<file path="config.mk">
export PLATFORM = sky130hd
export DESIGN_NAME = led_pattern_gen
export DESIGN_NICKNAME = d
export VERILOG_FILES = /design/src/rtl/led_pattern_gen.sv
export SDC_FILE = /design/constraint.sdc
export NUM_CORES = 1
export LEC_CHECK = 0
export BUFFER_PORTS_ARGS = -buffer_cell sky130_fd_sc_hd__buf_2
export CORE_MARGIN = 5
export CORE_UTILIZATION = 55
export DETAILED_ROUTE_END_ITERATION = 8
export PLACE_DENSITY = 0.75
export SLEW_MARGIN = 20
export SYNTH_ARGS = -nofsm -noshare
export SYNTH_HDL_FRONTEND = slang
export SYNTH_SLANG_ARGS = --single-unit
</file>
<file path="constraint.sdc">
create_clock -name pl_clk -period 5 [get_ports pl_clk]
set_input_delay 0.75 -clock pl_clk [delete_from_list [all_inputs] [get_ports pl_clk]]
set_output_delay 0.75 -clock pl_clk [all_outputs]
set_load 0.1 [all_outputs]
</file>
<file path="src/rtl/led_pattern_gen.sv">
// led_pattern_gen: prescaled multi-mode LED pattern generator; define LED_PATTERN_GEN_PWM_EN for PWM dimming
module led_pattern_gen #(
    parameter int LED_W = 4,
    parameter int DIV_W = 24
) (
    input  logic             pl_clk,
    input  logic             pl_resetn,
    input  logic             en,
    input  logic             cfg_valid,
    output logic             cfg_ready,
    input  logic [2:0]       cfg_mode,
    input  logic [DIV_W-1:0] cfg_div,
`ifdef LED_PATTERN_GEN_PWM_EN
    input  logic [7:0]       pwm_duty,
`endif
    output logic [LED_W-1:0] led_out,
    output logic             tick
);
    typedef enum logic [1:0] {IDLE, LOAD, RUN} state_t;
    localparam logic [LED_W-1:0] TOP_HOT = LED_W'(1) << (LED_W - 1);
    state_t           state_q, state_d;
    logic [2:0]       mode_q, mode_d;
    logic [DIV_W-1:0] div_q, div_d, presc_q, presc_d;
    logic [LED_W-1:0] pat_q, pat_d, bin_q, bin_d, bin_inc, step;
    logic             dir_q, dir_d, step_dir, ready_q, ready_d, accept;
    assign accept    = cfg_valid & ready_q;
    assign cfg_ready = ready_q;
    assign bin_inc   = bin_q + LED_W'(1);
    // an accept pre-empts a pending prescaler-zero step
    assign tick      = (state_q == RUN) & en & ~accept & (presc_q == '0);
    // next pattern (and bounce direction) for the current mode
    always_comb begin
        step     = pat_q;
        step_dir = dir_q;
        case (mode_q)
            3'd1: step = pat_q + LED_W'(1);
            3'd2: step = pat_q - LED_W'(1);
            3'd3: step = {pat_q[LED_W-2:0], pat_q[LED_W-1]};
            3'd4: step = {pat_q[0], pat_q[LED_W-1:1]};
            3'd5: begin
                step_dir = dir_q ? ~pat_q[0] : pat_q[LED_W-1];
                step     = step_dir ? pat_q >> 1 : pat_q << 1;
            end
            3'd6: step = bin_inc ^ (bin_inc >> 1);
            default: step = pat_q;
        endcase
    end
    // FSM next state, configuration capture, prescaler and pattern update
    always_comb begin
        state_d = state_q;
        mode_d  = mode_q;
        div_d   = div_q;
        presc_d = presc_q;
        pat_d   = pat_q;
        bin_d   = bin_q;
        dir_d   = dir_q;
        if (accept) begin
            state_d = LOAD;
            mode_d  = cfg_mode;
            div_d   = cfg_div;
        end else if (state_q == LOAD) begin
            state_d = RUN;
            presc_d = div_q;
            dir_d   = 1'b0;
            bin_d   = '0;
            pat_d   = (mode_q == 3'd3 || mode_q == 3'd5) ? LED_W'(1) :
                      (mode_q == 3'd4) ? TOP_HOT :
                      (mode_q == 3'd0 || mode_q == 3'd7) ? pat_q : '0;
        end else if (tick) begin
            presc_d = div_q;
            pat_d   = step;
            bin_d   = bin_inc;
            dir_d   = step_dir;
        end else if (state_q == RUN && en) begin
            presc_d = presc_q - DIV_W'(1);
        end
        ready_d = (state_d != LOAD);
    end
    // state registers with asynchronous active-low reset
    always_ff @(posedge pl_clk or negedge pl_resetn) begin
        if (!pl_resetn) begin
            state_q <= IDLE;
            mode_q  <= '0;
            div_q   <= '0;
            presc_q <= '0;
            pat_q   <= '0;
            bin_q   <= '0;
            dir_q   <= 1'b0;
            ready_q <= 1'b0;
        end else begin
            state_q <= state_d;
            mode_q  <= mode_d;
            div_q   <= div_d;
            presc_q <= presc_d;
            pat_q   <= pat_d;
            bin_q   <= bin_d;
            dir_q   <= dir_d;
            ready_q <= ready_d;
        end
    end
`ifdef LED_PATTERN_GEN_PWM_EN
    logic [7:0] pwm_cnt_q;
    // free-running PWM phase counter
    always_ff @(posedge pl_clk or negedge pl_resetn) begin
        if (!pl_resetn) pwm_cnt_q <= '0;
        else            pwm_cnt_q <= pwm_cnt_q + 8'd1;
    end
    assign led_out = pat_q & {LED_W{pwm_cnt_q < pwm_duty}};
`else
    assign led_out = pat_q;
`endif
endmodule

</file>
* Word-level counts from Yosys, hierarchy flattened
Cells that the tools add are included.
** Operators by class
- $add $sub $neg :: 4
- Equality and inequality tests :: 11
- Multiplexer cells :: 18
- Bitwise gates (word level) :: 7
- Reduce and logical (&&, ||, !) cells :: 13
** Operators by type and width (count)
- $mux W24 :: 3
- $mux W4 :: 8
- $logic_not A24 Y1 :: 1
- $pmux W4 S6 :: 1
- $sub A24 B1 Y24 const B :: 1
- $eq A3 B3 Y1 const B :: 4
- $add A4 B1 Y4 const B :: 2
- $reduce_bool A7 Y1 :: 1
- $eq A3 B2 Y1 const B :: 2
- $and A1 B1 Y1 :: 4
- $mux W1 :: 4
- $mux W2 :: 2
- $ne A4 B4 Y1 const B :: 1
- $reduce_and A2 Y1 :: 2
- $reduce_and A4 Y1 :: 1
- $reduce_bool A2 Y1 :: 2
- $sub A4 B1 Y4 const B :: 1
- $xor A4 B3 Y4 :: 1
- $eq A3 B1 Y1 const B :: 1
- $logic_not A3 Y1 :: 1
- $reduce_and A3 Y1 :: 1
- $reduce_bool A3 Y1 :: 1
- $eq A2 B1 Y1 const B :: 1
- $eq A2 B2 Y1 const B :: 1
- 4 further kinds :: 6
** Word-level totals
- Register bits :: 63
- Bits of input ports :: 31
- Output and inout port bits :: 6
- Word-level logic and storage cells :: 61

* Logic depth before layout (Yosys ltp)
Gate-level depths: netlist (run 1).
- Word-level depth :: 6
- Mapped depth :: 10
- Gate-level depth less buffers :: 9

* Least setup slack after synthesis (run 1)
OpenSTA, ideal clock, no wires.
- Kind :: reg-to-output
- Start point :: register ready_q (netlist: cfg_ready)
- End point :: output tick
- Arrival time :: 3.895 ns
- Required time :: 4.250 ns
- Setup slack :: 0.355 ns
- Stages on the path, launching flop included :: 6
- Path buffers :: 1
- Cell sequence :: dfrtp_1 -> and2_2 -> clkbuf_8 -> nor2_2 -> nand3_1 -> nor3b_1
** On the way
- Word-level cells in the longest chain between the ends :: 4
** Ends and longest elaborated chain
- from (decl) :: line 25 : logic dir_q, dir_d, step_dir, ready_q, ready_d, accept;
- from (signal assigned) :: line 98 : ready_q <= ready_d;
- $and A1 B1 Y1 :: line 26 : assign accept = cfg_valid & ready_q;
- $not A1 Y1 (no source line)
- $and A1 B1 Y1 (2 in a row) :: line 30 : assign tick = (state_q == RUN) & en & ~accept & (presc_q == '0);
- to (decl) :: line 17 : output logic tick
No other way between the ends.

* Worst setup path in the final report (run 1)
- Start point :: input cfg_valid
- End point :: output tick
** On the way
- Word-level cells in the longest chain between the ends :: 4
** Ends and longest elaborated chain
- from (decl) :: line 9 : input logic cfg_valid,
- $and A1 B1 Y1 :: line 26
- $not A1 Y1 (no source line)
- $and A1 B1 Y1 (2 in a row) :: line 30
No other way between the ends.

==> reports/metrics.yaml, run 1 <==
status: "complete, no violations"
syn_inst: 451
whs_ns: 0.473
slew_headroom_pct: 45.0
post-cts-setup-buffers: 0
layout_common_cells: "nand2_1 (108), dfrtp_1 (63), buf_2 (36), a21oi_1 (25), nor2_1 (24)"
final_cell_area_um2: 4240
grt_first_pass_wirelength_um: 15600
fmax_ghz: 0.279
p_per_area_nw_per_um2: 471
path_max_fanout: 44
io_buffers: 36
crit_slowest_cell: "nor2_2"
rsz0062_at_grt: "no"
ctsResizeCount: 0
async_flop_share_pct: 100
insertedDiodeCount: 0
clk_pin_slew_ns: 0.07
drcViolationCount: 0
path_common_cell: "buf_2"
ant_nets: 0
worst_pin_slew_ns: 0.825
syn_area_um2: 3820
die_w_um: 93.4
fillers: 614
synth_area_per_cell_um2: 8.48
grt-ovfl-total: 0
dr.first_iter.drc_count: 293
firstDrtPassIters: 4
num_rows: 30
track_usage_pct: 22.6
peakVddDrop_mv: 0.228
crit_required_ns: 4.25
min_path_cells: 2
period_needed_ns: 3.59
io_pins: 37
ys_ff_latch: 63
fin_nets: 508
core_um2: 6790
drt-total-wl_um: 9230
reg2reg_depth: 9
setup_tns_ns: 0
cts_tree: "yes"
dp.cells: 556
fp.dieArea_um2: 8720
via_count: 3426
setup_viol: 0
layout-drive-gt1-share_pct: 15.8
initial_core_util_pct: 56.3
finalWeightedCongestion: 0.921
hold_path_class: "reg -> reg"
path_depth: 6
cp_cell_sequence: "buf_2 > and2_2 > nor2_2 > nand3_1 > nor3b_1 > buf_2"
p_leak_nw: 1.86
ys.flop_type: "dfrtp_1"
drv_slew: 0
cpLargestDelayFamily: "simple AND/OR/NAND/NOR gates"
instances_no_fill: 572
clk_latency_ns: 0.34
clkSinkCount: 63
placed_area_um2: 3990
antenna_found_initial: 0
yosys_warnings: 0
worstPathArrival_ns: 2.84
cp-start-kind: "input pin"
dieHeight_um: 93.4
fin_total_pwr_mw: 1.99
ys_seq_area_share_pct: 41.2
hold_viol_final: 0
yosys.cell_types.count: 70
via_per_inst: 5.99
cts_root_buf: "clkbuf_8"
wire_per_inst_um: 16.1
dp_hpwl_um: 6190
hold_buffers: 0
synth-edff-count: 0
area_growth_syn_to_layout_pct: 10.8
grt_pass1_vias: 3175
cts_htree_levels: 3
critPathCaptureType: "output port"
cap_violations: 0
crit_buf_inv: 2
skew_ns: 0.00750
cts_buffer_depth: 2
critical_path_class: "in -> out"
cp_slowest_stage_delay_ns: 0.51
min_period_over_period_pct: 71.8
cts_buffers: 9
final_common_cell: "nand2_1"
synth_nets: 488
grt_max_degree: 64
## tightest hold or removal path: stages (launching register included)
cell and delay [ns]:
dfrtp_1 0.34, nand2_1 0.05, nand2_1 0.05
## synthesized netlist by cell type (all sizes together), types with 2 or more instances
library cell | n | area share [%]
a211oi | 10 | 2.1
and3b | 2 | 0.46
xor2 | 3 | 0.69
o22ai | 7 | 1.1
a221o | 4 | 1.0
nor3b | 6 | 1.4
and4 | 2 | 0.46
nor2b | 5 | 0.82
o31ai | 5 | 0.98
a21o | 2 | 0.39
a21oi | 26 | 3.5
or4 | 2 | 0.49
a31oi | 4 | 0.65
nor2 | 26 | 2.7
or3 | 7 | 1.1
o21ai | 30 | 4.0
dfrtp | 63 | 41
mux2i | 3 | 0.79
nor3 | 20 | 2.6
a2bb2oi | 4 | 0.92
nand3 | 9 | 1.2
nor4 | 7 | 1.9
ha | 5 | 1.6
nand2 | 108 | 11
a22oi | 3 | 0.59
nand3b | 5 | 0.98
mux2 | 2 | 0.59
xnor2 | 5 | 1.1
nand4 | 6 | 1.4
buf | 14 | 2.2
o311ai | 2 | 0.46
nor4b | 3 | 0.69
a21boi | 2 | 0.39
clkbuf | 16 | 1.9
and3 | 3 | 0.49
and2 | 2 | 0.36
a311oi | 2 | 0.46
nand2b | 4 | 0.65
a32o | 2 | 0.52
inv | 5 | 0.49
## per-layer routing
layer | up-vias | part of all wire (%) | GRT usage, %
met5 | - | 0 | 0
met4 | 0 | 1.0 | 6.84
met3 | 10 | 5.1 | 4.59
met2 | 95 | 47 | 35.8
met1 | 1649 | 46 | 31.2
li1 | 1672 | - | -
## cell families after synthesis
group                      after synthesis  share of synthesized area, %
and+or+nand+nor                        221                          29.4
xor gates and xnor gates                 8                          1.83
muxes                                    5                          1.37
AOI/OAI and AO/OA                      112                          19.2
adders and majority gates                6                          2.16
DFF                                     63                          41.2
buffers and inverters                   36                          4.81
## cell type report
class	instances	area, um2	area share, %
flip-flops and latches	63	1580	37.2
multi-input cells	352	2070	48.8
clock inverters	6	108	2.54
repair buffers	40	210	4.96
well taps	96	120	2.83
inverters	5	18.8	0.443
clock buffers	10	138	3.25
## worst paths after layout
check                      startpoint         end  slack (ns)
setup / recovery            cfg_valid        tick        1.41
max in group asynchronous   pl_resetn  led_out[3]        3.89
hold / removal              div_q[12]   div_q[12]        0.47
hold reg to reg             div_q[12]   div_q[12]        0.47
min in group asynchronous   pl_resetn  led_out[0]        0.56
setup reg to reg            mode_q[1]  led_out[3]        1.85
## registers in the layout, indices dropped and copies added (netlist names)
| signal | count |
|---|---|
| div_q | 24 |
| bin_q | 4 |
| cfg_ready | 1 |
| led_out | 4 |
| state_q | 2 |
| presc_q | 24 |
| mode_q | 3 |
| dir_q | 1 |
## power breakdown
| group | switching [mW] | total (mW) | internal [mW] |
|---|---|---|---|
| combinational | 0.364 | 0.606 | 0.242 |
| clock | 0.201 | 0.544 | 0.343 |
| sequential | 0.203 | 0.844 | 0.641 |
| total | 0.769 | 1.99 | 1.23 |
## per-stage QoR
stage	worst slack [ns]	util [%]
finish	1.41	62.4
global route	1.23	62.4
CTS	1.45	62.3
detailed placement	1.47	58.7
global placement	1.46	58.7
floorplan	0.355	-
(Power assumes the default switching activity.)
==> inputs of run 2 (changes only) <==
--- a/config.mk
+++ b/config.mk
@@ -5,6 +5,7 @@
 export SDC_FILE = /design/constraint.sdc
 export NUM_CORES = 1
 export LEC_CHECK = 0
+export ABC_AREA = 1
 export BUFFER_PORTS_ARGS = -buffer_cell sky130_fd_sc_hd__buf_2
 export CORE_MARGIN = 5
 export CORE_UTILIZATION = 55
==> constraint.sdc (replaced) <==
create_clock -name pl_clk -period 3.6 [get_ports pl_clk]
set_input_delay 0.54 -clock pl_clk [delete_from_list [all_inputs] [get_ports pl_clk]]
set_output_delay 0.54 -clock pl_clk [all_outputs]
set_load 0.1 [all_outputs]
==> run 2 against run 1 <==
- clock power is 27% higher
- critical endpoint unchanged
- area after synthesis grew 0.72%
- setup slack got worse by 0.40 ns
- largest cell class unchanged
- highest routed layer unchanged
==> reports/metrics.yaml, run 2 <==
status: "complete, no violations"
yosysTopAreaCell: "dfrtp_1"
synth_nets: 604  # +24%
path_max_fanout: 12  # -73%
r2r_setup_slack_ns: 1.16  # -0.69 ns
die_w_um: 93.7  # +0.32%
cp-start-kind: "flip-flop"
antenna_found_initial: 0  # unchanged
ctsResizeCount: 0  # unchanged
reg2reg_depth: 9  # unchanged
grt_pass1_vias: 3394  # +6.9%
hold_buffers: 0  # unchanged
period_needed_ns: 2.59
ys_ff_latch: 63  # unchanged
slew_headroom_pct: 42.3  # -2.7 points
skew_ns: 0.0142  # +0.00673 ns
cts_root_buf: "clkbuf_8"
grt-ovfl-total: 0  # unchanged
num_rows: 30  # unchanged
clk_latency_ns: 0.36  # +0.02 ns
initial_core_util_pct: 56.7  # +0.41 points
critical_path_class: "reg -> out"
grt_max_degree: 52  # -19%
rsz0062_at_grt: "no"
dieHeight_um: 93.7  # +0.32%
layout-drive-gt1-share_pct: 12.2  # -3.5 points
reg_top3: "div_q: 24 flops, presc_q: 24 flops"
clk_pin_slew_ns: 0.08  # about the same
cts_buffer_depth: 2  # unchanged
min_period_over_period_pct: 72.0
cap_violations: 0  # unchanged
fin_nets: 638  # +26%
fp.dieArea_um2: 8780  # +0.64%
io_pins: 37  # unchanged
peakVddDrop_mv: 0.347  # +52%
hold_path_class: "in -> async"
core_um2: 6790  # unchanged
layout_common_cells: "nand2_1 (211), nand3_1 (63), dfrtp_1 (63), nor2_1 (59), inv_1 (55)"
syn_inst: 567  # +26%
synth-edff-count: 0  # unchanged
cp_cell_sequence: "nand2_1 > inv_2 > nor2_2 > clkinv_1 > nor4_4 > buf_12"
grt_first_pass_wirelength_um: 16000  # +2.6%
area_growth_syn_to_layout_pct: 12.7
via_per_inst: 5.17  # -14%
ys_top_cells_by_area: "dfrtp_1 (41%), nand2_1 (21%), nand3_1 (8.2%)"
wire_per_inst_um: 13.1  # -19%
dr.first_iter.drc_count: 210  # -28%
finalWeightedCongestion: 0.901  # -2.2%
firstDrtPassIters: 5  # +1
clkSinkCount: 63  # unchanged
cpLargestDelayFamily: "simple AND/OR/NAND/NOR gates"
worstPathArrival_ns: 2.05  # -0.79 ns
cts_tree: "yes"
drv_slew: 0  # unchanged
insertedDiodeCount: 0  # unchanged
track_usage_pct: 23.0  # +0.45 points
p_leak_nw: 2.26  # +21%
rr_startpoint: "cfg_ready"
post-cts-setup-buffers: 0  # unchanged
synth_top_area_share_pct: 40.9  # -0.29 points
ant_nets: 0  # unchanged
ys_seq_area_share_pct: 40.9  # -0.29 points
setup_viol: 0  # unchanged
fin_total_pwr_mw: 3.33  # +67%
drt-total-wl_um: 9170  # -0.64%
crit_required_ns: 3.06  # -1.19 ns
synth_area_per_cell_um2: 6.79  # -20%
critPathCaptureType: "output port"
syn_area_um2: 3850  # +0.72%
synth_most_common_cell: "nand2_1"
io_buffers: 36  # unchanged
async_flop_share_pct: 100  # unchanged
yosys-top-cells-count: "nand2_1 (211), dfrtp_1 (63), nand3_1 (63), nor2_1 (59), inv_1 (55)"
final_cell_area_um2: 4340  # +2.5%
worst_pin_slew_ns: 0.865  # +0.0397 ns
yosys_warnings: 0  # unchanged
fmax_ghz: 0.386
fillers: 609  # -0.81%
placed_area_um2: 4120  # +3.3%
crit_slowest_cell: "dfrtp_1"
cp_slowest_stage_delay_ns: 0.39  # -0.12 ns
hold_viol_final: 0  # unchanged
drcViolationCount: 0  # unchanged
via_count: 3632  # +6.0%
crit_buf_inv: 3  # +1
yosys.cell_types.count: 27  # -61%
dp_hpwl_um: 6460  # +4.4%
final_common_cell: "nand2_1"
cts_buffers: 9  # unchanged
p_per_area_nw_per_um2: 766  # +63%
r2r_end: "led_out[0]"
cts_htree_levels: 3  # unchanged
setup_tns_ns: 0  # unchanged
ys.flop_type: "dfrtp_1"
==> run 2: cell count changes after synthesis, moves of 9 or more <==
cell      change
a21oi_1      -20
nor3_1       -20
nor2_1       +35
o21ai_0      +13
nand2_1     +103
inv_1        +50
a211oi_1      -9
nand3_1      +54
==> run 2: cell families (layout without fill, tap and decap cells) <==
family          Yosys count  count (layout)  share of synthesized area [%]
flops                    63              63                           40.9
fa+ha+maj                 6               6                           2.14
simple gates            360             360                           39.4
compound gates           53              53                           7.18
xor+xnor                  9               9                           2.05
buf+inv                  76             115                           8.32
==> run 2: cell type report <==
cell class	instances	area (um2)	area share (%)
tap	96	120	2.77
inverter	58	218	5.01
clock buffer	9	124	2.85
multi-input combinational	428	1970	45.4
timing repair buffer	41	233	5.36
sequential	63	1580	36.3
clock inverter	7	97.6	2.25
==> run 2: how the worst max path moves through the flow <==
stage	startpoint	to	slack (ns)	depth (start not counted)
CTS	cfg_ready	tick	0.98	6
global placement	cfg_valid	led_out[0]	1.11	10
global route	cfg_ready	tick	0.88	6
floorplan	cfg_ready	tick	0.49	5
finish	cfg_ready	tick	1.01	6
detailed placement	cfg_valid	led_out[0]	0.94	10
==> run 2: routing by layer <==
metal  global-route usage (%)  vias to the layer above  share of wire [%]
met3                     4.17                       15                5.9
li1                         -                     1856                  -
met5                        0                        -                  0
met1                     31.8                     1649                 47
met4                     8.54                        0                1.7
met2                     36.1                      112                 45
==> run 2: stage by stage <==
stage	hold slack [ns]	setup WS [ns]	utilization (%)	instances
final	0.104	1.01	63.9	702
after global routing	0.137	0.882	63.9	702
after CTS	0.112	0.979	63.9	702
after detailed placement	0.469	0.942	60.6	686
after global placement	0.468	1.11	60.6	686
after floorplan	0.244	0.494	-	567
==> run 2: report_power, final <==
part | total, mW | internal (mW) | switching, mW
Sequential | 1.16 | 0.918 | 0.246
Clock | 0.691 | 0.390 | 0.301
Combinational | 1.47 | 0.474 | 0.996
==> run 2: worst register-to-register path: cells and delay by family (launching register included) <==
family	cells	cell delay, ns
flip-flops	1	0.39
AND/OR/NAND/NOR	7	1.71
buffers and inverters	1	0.08
AO/OA/AOI/OAI	1	0.18
